--- config.mk ---
export PLATFORM = sky130hd
export DESIGN_NAME = pipelined_magnitude_comparator
export DESIGN_NICKNAME = d
export VERILOG_FILES = /design/src/rtl/pipelined_magnitude_comparator.sv
export SDC_FILE = /design/constraint.sdc
export NUM_CORES = 1
export LEC_CHECK = 0
export ABC_AREA = 1
export CORE_MARGIN = 2
export CORE_UTILIZATION = 24
export CTS_CLUSTER_SIZE = 16
export DETAILED_ROUTE_END_ITERATION = 10
export MAX_ROUTING_LAYER = met4
export PLACE_DENSITY = 0.42
export RECOVER_POWER = 25
export SYNTH_ARGS = -nofsm -noshare
export SYNTH_HDL_FRONTEND = slang
export SYNTH_SLANG_ARGS = --single-unit
export TNS_END_PERCENT = 30
--- constraint.sdc ---
create_clock -name CLK -period 2.7 [get_ports CLK]
set_input_delay 0.81 -clock CLK [delete_from_list [all_inputs] [get_ports CLK]]
set_output_delay 0.81 -clock CLK [all_outputs]
set_load 0.01 [all_outputs]
--- src/rtl/pipelined_magnitude_comparator.sv ---
// rtl/pipelined_magnitude_comparator.sv - pipelined MSB-segment-first magnitude comparator
module pipelined_magnitude_comparator #(
    parameter int WIDTH = 16,
    parameter int SEG   = 4
) (
    input  logic             CLK,
    input  logic             RST,
    input  logic             in_valid,
    output logic             in_ready,
    input  logic [WIDTH-1:0] a,
    input  logic [WIDTH-1:0] b,
    input  logic [1:0]       mode,
    output logic             out_valid,
    input  logic             out_ready,
    output logic             gt,
    output logic             eq,
    output logic             lt
);

    localparam int NSTAGE = WIDTH / SEG;
    localparam int LAST   = NSTAGE - 1;
    // Inter-stage registers sit between stage k and k+1; the final stage registers only the result.
    localparam int PIPE   = (NSTAGE > 1) ? NSTAGE - 1 : 1;

    generate
        if ((WIDTH % SEG) != 0 || WIDTH < 2) begin : gBadConfig
            $error("pipelined_magnitude_comparator: WIDTH must be a multiple of SEG and at least 2");
        end
    endgenerate

    // A single global stall keeps every stage intact while the result is not taken.
    logic stall;
    assign stall    = out_valid && !out_ready;
    assign in_ready = !stall;

    // Mode-dependent operand pre-transform feeding stage 0
    logic [WIDTH-1:0] aIn;
    logic [WIDTH-1:0] bIn;
    logic             smIn;
    logic             saIn;
    logic             sbIn;
    logic             zzIn;

    // Pipeline state between stages
    logic             validQ [PIPE];
    logic [WIDTH-1:0] aQ     [PIPE];
    logic [WIDTH-1:0] bQ     [PIPE];
    logic             decQ   [PIPE];
    logic             gQ     [PIPE];
    logic             lQ     [PIPE];
    logic             smQ    [PIPE];
    logic             saQ    [PIPE];
    logic             sbQ    [PIPE];
    logic             zzQ    [PIPE];

    // Per-stage view of what enters the stage this cycle, and its decision after this segment
    logic             srcValid [NSTAGE];
    logic [WIDTH-1:0] srcA     [NSTAGE];
    logic [WIDTH-1:0] srcB     [NSTAGE];
    logic             srcDec   [NSTAGE];
    logic             srcG     [NSTAGE];
    logic             srcL     [NSTAGE];
    logic             srcSm    [NSTAGE];
    logic             srcSa    [NSTAGE];
    logic             srcSb    [NSTAGE];
    logic             srcZz    [NSTAGE];
    logic             nxtDec   [NSTAGE];
    logic             nxtG     [NSTAGE];
    logic             nxtL     [NSTAGE];

    // Final result after sign-magnitude correction
    logic finGt;
    logic finEq;
    logic finLt;

    // Output registers
    logic outValidQ;
    logic gtQ;
    logic eqQ;
    logic ltQ;

    // Two's complement flips both MSBs so unsigned order matches signed order;
    // sign-magnitude strips the sign bits and keeps them aside for the final fix-up.
    always_comb begin
        aIn  = a;
        bIn  = b;
        smIn = 1'b0;
        saIn = a[WIDTH-1];
        sbIn = b[WIDTH-1];
        zzIn = (a[WIDTH-2:0] == '0) && (b[WIDTH-2:0] == '0);
        case (mode)
            2'b01: begin
                aIn[WIDTH-1] = ~a[WIDTH-1];
                bIn[WIDTH-1] = ~b[WIDTH-1];
            end
            2'b10: begin
                smIn         = 1'b1;
                aIn[WIDTH-1] = 1'b0;
                bIn[WIDTH-1] = 1'b0;
            end
            default: begin
            end
        endcase
    end

    // Select each stage's source (inputs for stage 0, previous register otherwise)
    always_comb begin
        srcValid[0] = in_valid;
        srcA[0]     = aIn;
        srcB[0]     = bIn;
        srcDec[0]   = 1'b0;
        srcG[0]     = 1'b0;
        srcL[0]     = 1'b0;
        srcSm[0]    = smIn;
        srcSa[0]    = saIn;
        srcSb[0]    = sbIn;
        srcZz[0]    = zzIn;
        for (int k = 1; k < NSTAGE; k++) begin
            srcValid[k] = validQ[k-1];
            srcA[k]     = aQ[k-1];
            srcB[k]     = bQ[k-1];
            srcDec[k]   = decQ[k-1];
            srcG[k]     = gQ[k-1];
            srcL[k]     = lQ[k-1];
            srcSm[k]    = smQ[k-1];
            srcSa[k]    = saQ[k-1];
            srcSb[k]    = sbQ[k-1];
            srcZz[k]    = zzQ[k-1];
        end
    end

    // Stage k resolves segment NSTAGE-1-k unless an earlier segment already decided
    always_comb begin
        logic [SEG-1:0] segA;
        logic [SEG-1:0] segB;
        segA = '0;
        segB = '0;
        for (int k = 0; k < NSTAGE; k++) begin
            segA      = srcA[k][(NSTAGE-1-k)*SEG +: SEG];
            segB      = srcB[k][(NSTAGE-1-k)*SEG +: SEG];
            nxtDec[k] = srcDec[k];
            nxtG[k]   = srcG[k];
            nxtL[k]   = srcL[k];
            if (!srcDec[k]) begin
                if (segA > segB) begin
                    nxtDec[k] = 1'b1;
                    nxtG[k]   = 1'b1;
                end else if (segA < segB) begin
                    nxtDec[k] = 1'b1;
                    nxtL[k]   = 1'b1;
                end
            end
        end
    end

    // Sign-magnitude fix-up: zeros compare equal, differing signs decide, two negatives invert
    always_comb begin
        finGt = nxtG[LAST];
        finLt = nxtL[LAST];
        finEq = !nxtDec[LAST];
        if (srcSm[LAST]) begin
            if (srcZz[LAST]) begin
                finGt = 1'b0;
                finEq = 1'b1;
                finLt = 1'b0;
            end else if (srcSa[LAST] != srcSb[LAST]) begin
                finGt = !srcSa[LAST];
                finLt = srcSa[LAST];
                finEq = 1'b0;
            end else if (srcSa[LAST]) begin
                finGt = nxtL[LAST];
                finLt = nxtG[LAST];
            end
        end
    end

    // Advance all inter-stage registers together unless the output is stalled
    always_ff @(posedge CLK or posedge RST) begin
        if (RST) begin
            for (int k = 0; k < PIPE; k++) begin
                validQ[k] <= 1'b0;
                aQ[k]     <= '0;
                bQ[k]     <= '0;
                decQ[k]   <= 1'b0;
                gQ[k]     <= 1'b0;
                lQ[k]     <= 1'b0;
                smQ[k]    <= 1'b0;
                saQ[k]    <= 1'b0;
                sbQ[k]    <= 1'b0;
                zzQ[k]    <= 1'b0;
            end
        end else if (!stall) begin
            for (int k = 0; k < NSTAGE - 1; k++) begin
                validQ[k] <= srcValid[k];
                aQ[k]     <= srcA[k];
                bQ[k]     <= srcB[k];
                decQ[k]   <= nxtDec[k];
                gQ[k]     <= nxtG[k];
                lQ[k]     <= nxtL[k];
                smQ[k]    <= srcSm[k];
                saQ[k]    <= srcSa[k];
                sbQ[k]    <= srcSb[k];
                zzQ[k]    <= srcZz[k];
            end
        end
    end

    // Final stage registers the corrected result; flags are forced low for empty slots
    always_ff @(posedge CLK or posedge RST) begin
        if (RST) begin
            outValidQ <= 1'b0;
            gtQ       <= 1'b0;
            eqQ       <= 1'b0;
            ltQ       <= 1'b0;
        end else if (!stall) begin
            outValidQ <= srcValid[LAST];
            gtQ       <= srcValid[LAST] && finGt;
            eqQ       <= srcValid[LAST] && finEq;
            ltQ       <= srcValid[LAST] && finLt;
        end
    end

    assign out_valid = outValidQ;
    assign gt        = gtQ;
    assign eq        = eqQ;
    assign lt        = ltQ;

endmodule
Word-level counts from Yosys, hierarchy flattened:

Cells that the tools add are included.

* add/subtract/negate cells: 0
* multiply operators: 0
* div/mod/pow operators: 0
* $lt $le $gt $ge: 8
* equality and inequality tests: 3
* shift operators: 0
* mux-type cells: 42
* bitwise gates (word level): 2
* reductions and logical operators: 11

Operators by type and width (number)
* $mux W1: 40
* $logic_not A15 Y1: 2
* $gt A4 B4 Y1: 4
* $lt A4 B4 Y1: 4
* $logic_and A1 B1 Y1: 5
* $logic_not A1 Y1: 4
* $pmux W1 S2: 2
* $eq A2 B1 Y1 const B: 1
* $eq A2 B2 Y1 const B: 1
* $not A1 Y1: 2
* $ne A1 B1 Y1: 1

* register bits: 76
* bits in latches: 0
* bits in writable memories: 0
* ROM bits: 0
* input port bits: 38
* output and inout bits: 5
* logic and storage cells: 100
* memories: 0

Longest topological paths before layout:

* word-level depth: 9
* gate-level depth with buffers: 13
* mapped depth without buffers: 13

Worst setup path before layout:

No wires, ideal clock.

* kind: input to register
* start point: input mode[0]
* end point: register gQ[2] (netlist name)
* library setup time: 0.136 ns
* arrival time: 2.147 ns
* required time: 2.564 ns
* slack: 0.417 ns
* stages on the path: 9
* buffers on the path: 0
* cells stage by stage: inv_1 > ha_1 > inv_1 > nand2_1 > o21ai_0 > ha_1 > a21o_1 > o21ai_0 > o22ai_1

* longest elaborated chain between the ends: 4
* elaborated cells on any way between the ends: 6
* those cells by class: order compare: 1; eq/ne: 2; mux: 3

RTL lines
* from (decl): RTL line 12 `input logic [1:0] mode,`
* $eq A2 B2 Y1 or $eq A2 B1 Y1 (tied branches): RTL line 91 `case (mode)`
* $pmux W1 S2: RTL line 91
* $gt A4 B4 Y1 (*): RTL line 145 `if (segA > segB) begin`
* $mux W1 (*): RTL line 145
* to (signal, indexed assignment): RTL line 198 `gQ[k] <= nxtG[k];`
* to (decl): RTL line 49 `logic gQ [PIPE];`

Every way passes the cells marked *; elsewhere a longest branch is shown, timed or not.
A chain may end at the register's enable or synchronous reset.

Worst setup path in the final report:

* start point: input out_ready
* end point: output in_ready

* longest elaborated chain between the ends: 3

RTL lines
* from (decl): RTL line 14 `input logic out_ready,`
* $logic_not A1 Y1: RTL line 33 `assign stall = out_valid && !out_ready;`
* $logic_and A1 B1 Y1: RTL line 33
* $logic_not A1 Y1
* to (decl): RTL line 9 `output logic in_ready,`

No other way between the ends.

==> results.cfg <==
[worst_setup_path]
critPathLaunch = out_ready
endpoint_kind = output pin
regToRegStartpoint = out_valid
critPathCapture = in_ready
crit_path_max_fanout = 2
regToRegSetupSlack_ns = 1.05
reg2regPathDepth = 7
start_kind = input pin
arrival_ns = 1.69
required_ns = 1.89
r2r-end = decQ[0]
worst-setup-path-type = in -> out

[clocking]
path_clk_slew_ns = 0.06
cts-buffers-inserted = 9
cts_root_buf = clkbuf_16
htreeDepth = 3
post_cts_buffers = 0
cts_tree = yes
cts_buffer_depth = 2
clock_latency_ns = 0.33
clock-sinks = 76

[sta]
min_period_over_period_pct = 92.5
post-route-min-period_ns = 2.50
slew_viol_final = 0
max_freq_mhz = 400
worstMarginPinSlew_ns = 1.04
hold_viol = 0
hold_ws_ns = 0.470
fin_skew_ns = 0.00395
relSlewSlack_pct = 30.4
rsz0062_at_grt = no
finalSetupViolCount = 0
tns_ns = 0

[worst_hold_path]
holdCritPathClass = reg -> reg

[yosys]
synthCells = 414
yosys.area_share.adder_pct = 6.37
synth_common_cells = nand2_1 (142), dfrtp_1 (76), inv_1 (56), o21ai_0 (47), nor2_1 (21)
synth_mux_area_share_pct = 0
syn-cell-area_mm2 = 0.00353
ys_warn_count = 0
synth_most_common_cell = nand2_1
syn-mean-instance-area_um2 = 8.53
synthTopCellsByArea = dfrtp_1 (54%), nand2_1 (15%), o21ai_0 (6.7%)
synth_compound_area_share_pct = 10.1
synth_xor_area_share_pct = 0
synth.distinct_cells = 29
ys.flop_type = dfrtp_1
post-synth-top-area-cell = dfrtp_1
ys_ff_latch = 76
synth_fp_nets = 470
yosysSeqAreaShare_pct = 53.8
synth_enable_flop_cells = 0
synth-async-reset-ratio_pct = 100
netlist.area_leader.share_pct = 53.8
synth-simple-area-share_pct = 20.9
synth_top_family_by_area = simple AND/OR/NAND/NOR gates

[placement]
hpwl_um = 5160
dpl-instance-area_mm2 = 0.00414
port_buffers = 42
dp_cells = 630
gp_congestion = 0.762

[die]
row_count = 44
die_x_um = 125
design.die.area_mm2 = 0.0157
start_util_pct = 24.4
fp.dieH_um = 125
io_pins = 43
core-area_mm2 = 0.0145

[power]
p_leak_uw = 0.00221
power_uw = 4350
ir_worst_vdd_mv = 0.285
powerDensity_mw_per_mm2 = 972

[routing]
viasPerCell = 4.15
wire_per_inst_um = 11.8
wl_um = 7620
drc_errors = 0
final_antenna_net_count = 0
first_iter_violations = 119
vias = 2679
drt_first_pass_iters = 4

[run]
maxCapViolations = 0

[global_routing]
grt_pass1_wl_um = 13300
grt_usage_pct = 10.9
first_global_vias = 2643
overflow = 0
antenna_found_initial = 0
grt_start_max_net_pins = 77

[layout]
stdcell_area_mm2 = 0.00448
n_antenna_cell = 0
drive_gt1_share_pct = 5.84
layout.nets = 513
finalNonFillerCells = 646
area_delta_synth_final_pct = 26.7

[run_status]
status = complete, no violations
-- final cells by class --
type / instances / area [um2]
Fill cell: 1530 / 10000
Sequential cell: 76 / 1900
Multi-Input combinational cell: 266 / 1320
Timing Repair Buffer: 47 / 457
Clock buffer: 12 / 256
Tap cell: 184 / 230
Inverter: 57 / 218
Clock inverter: 4 / 95.1
-- worst max-delay path, cell delays in order --
cell and delay (ns):
clkdlybuf4s50_1 0.44, nor2_4 0.13, inv_2 0.04, dlygate4sd2_1 0.27
-- cells by family after synthesis --
family	after synthesis
AOI/OAI and AO/OA	65
adders and majority gates	18
buffers and inverters	72
DFF	76
and+or+nand+nor	183
-- what timing repair did --
action	in CTS	in global routing
gates resized for setup	1	1
setup endpoints to repair	1	3
hold buffers	0	0
-- layer usage --
layer  vias to the layer above  track usage [%]  wire, um
li1                       1385                -         -
met1                      1243             14.4      3790
met2                        45             16.0      3450
met3                         6             3.38       331
met4                         0             3.14        52
met5                         -                -         0
-- cells in the final DEF, fill, tap and decap left out, types with 2 or more instances in the layout --
cell type / count
clkbuf_8: 2
nor2_1: 21
clkdlybuf4s50_1: 40
nand4_1: 4
dfrtp_1: 76
buf_4: 4
or2_2: 2
a31oi_1: 3
inv_1: 55
a21oi_1: 3
clkbuf_16: 9
nor3b_1: 2
nor4_1: 3
o21ai_1: 4
nand2_1: 142
bufinv_16: 3
ha_1: 18
nand3_1: 6
o21bai_1: 3
o21ai_0: 46
-- registers in the layout, indices dropped and copies added (netlist names) --
signal and flops:
aQ 24, bQ 24, decQ 3, eq 1
gQ 3, gt 1, lQ 3, lt 1
out_valid 1, saQ 3, sbQ 3, smQ 3
srcValid 3, srcZz 3
-- worst min-delay path by stage --
stage / from / endpoint / slack (ns) / depth (start not counted)
floorplan: aQ[17] / aQ[1] / 0.44 / 2
global placement: lQ[1] / lQ[1] / 0.46 / 2
detailed placement: sbQ[2] / sbQ[1] / 0.46 / 2
CTS: sbQ[2] / sbQ[1] / 0.47 / 2
global route: smQ[1] / smQ[0] / 0.50 / 2
finish: sbQ[2] / sbQ[1] / 0.47 / 2
-- stage by stage --
step / util (%) / setup WS (ns)
after detailed placement: 28.6 / -0.209
after CTS: 31.0 / 0.141
after global placement: 28.6 / -0.172
final: 30.9 / 0.203
after global routing: 30.9 / 0.0794
after floorplan: - / 0.417
-- report_power, final --
group	internal (uW)	leakage [uW]	switching, uW
Clock	952	0.000173	450
Combinational	473	0.00112	757
Sequential	1540	0.000920	187
No activity file was read; power rests on OpenSTA's default activity.
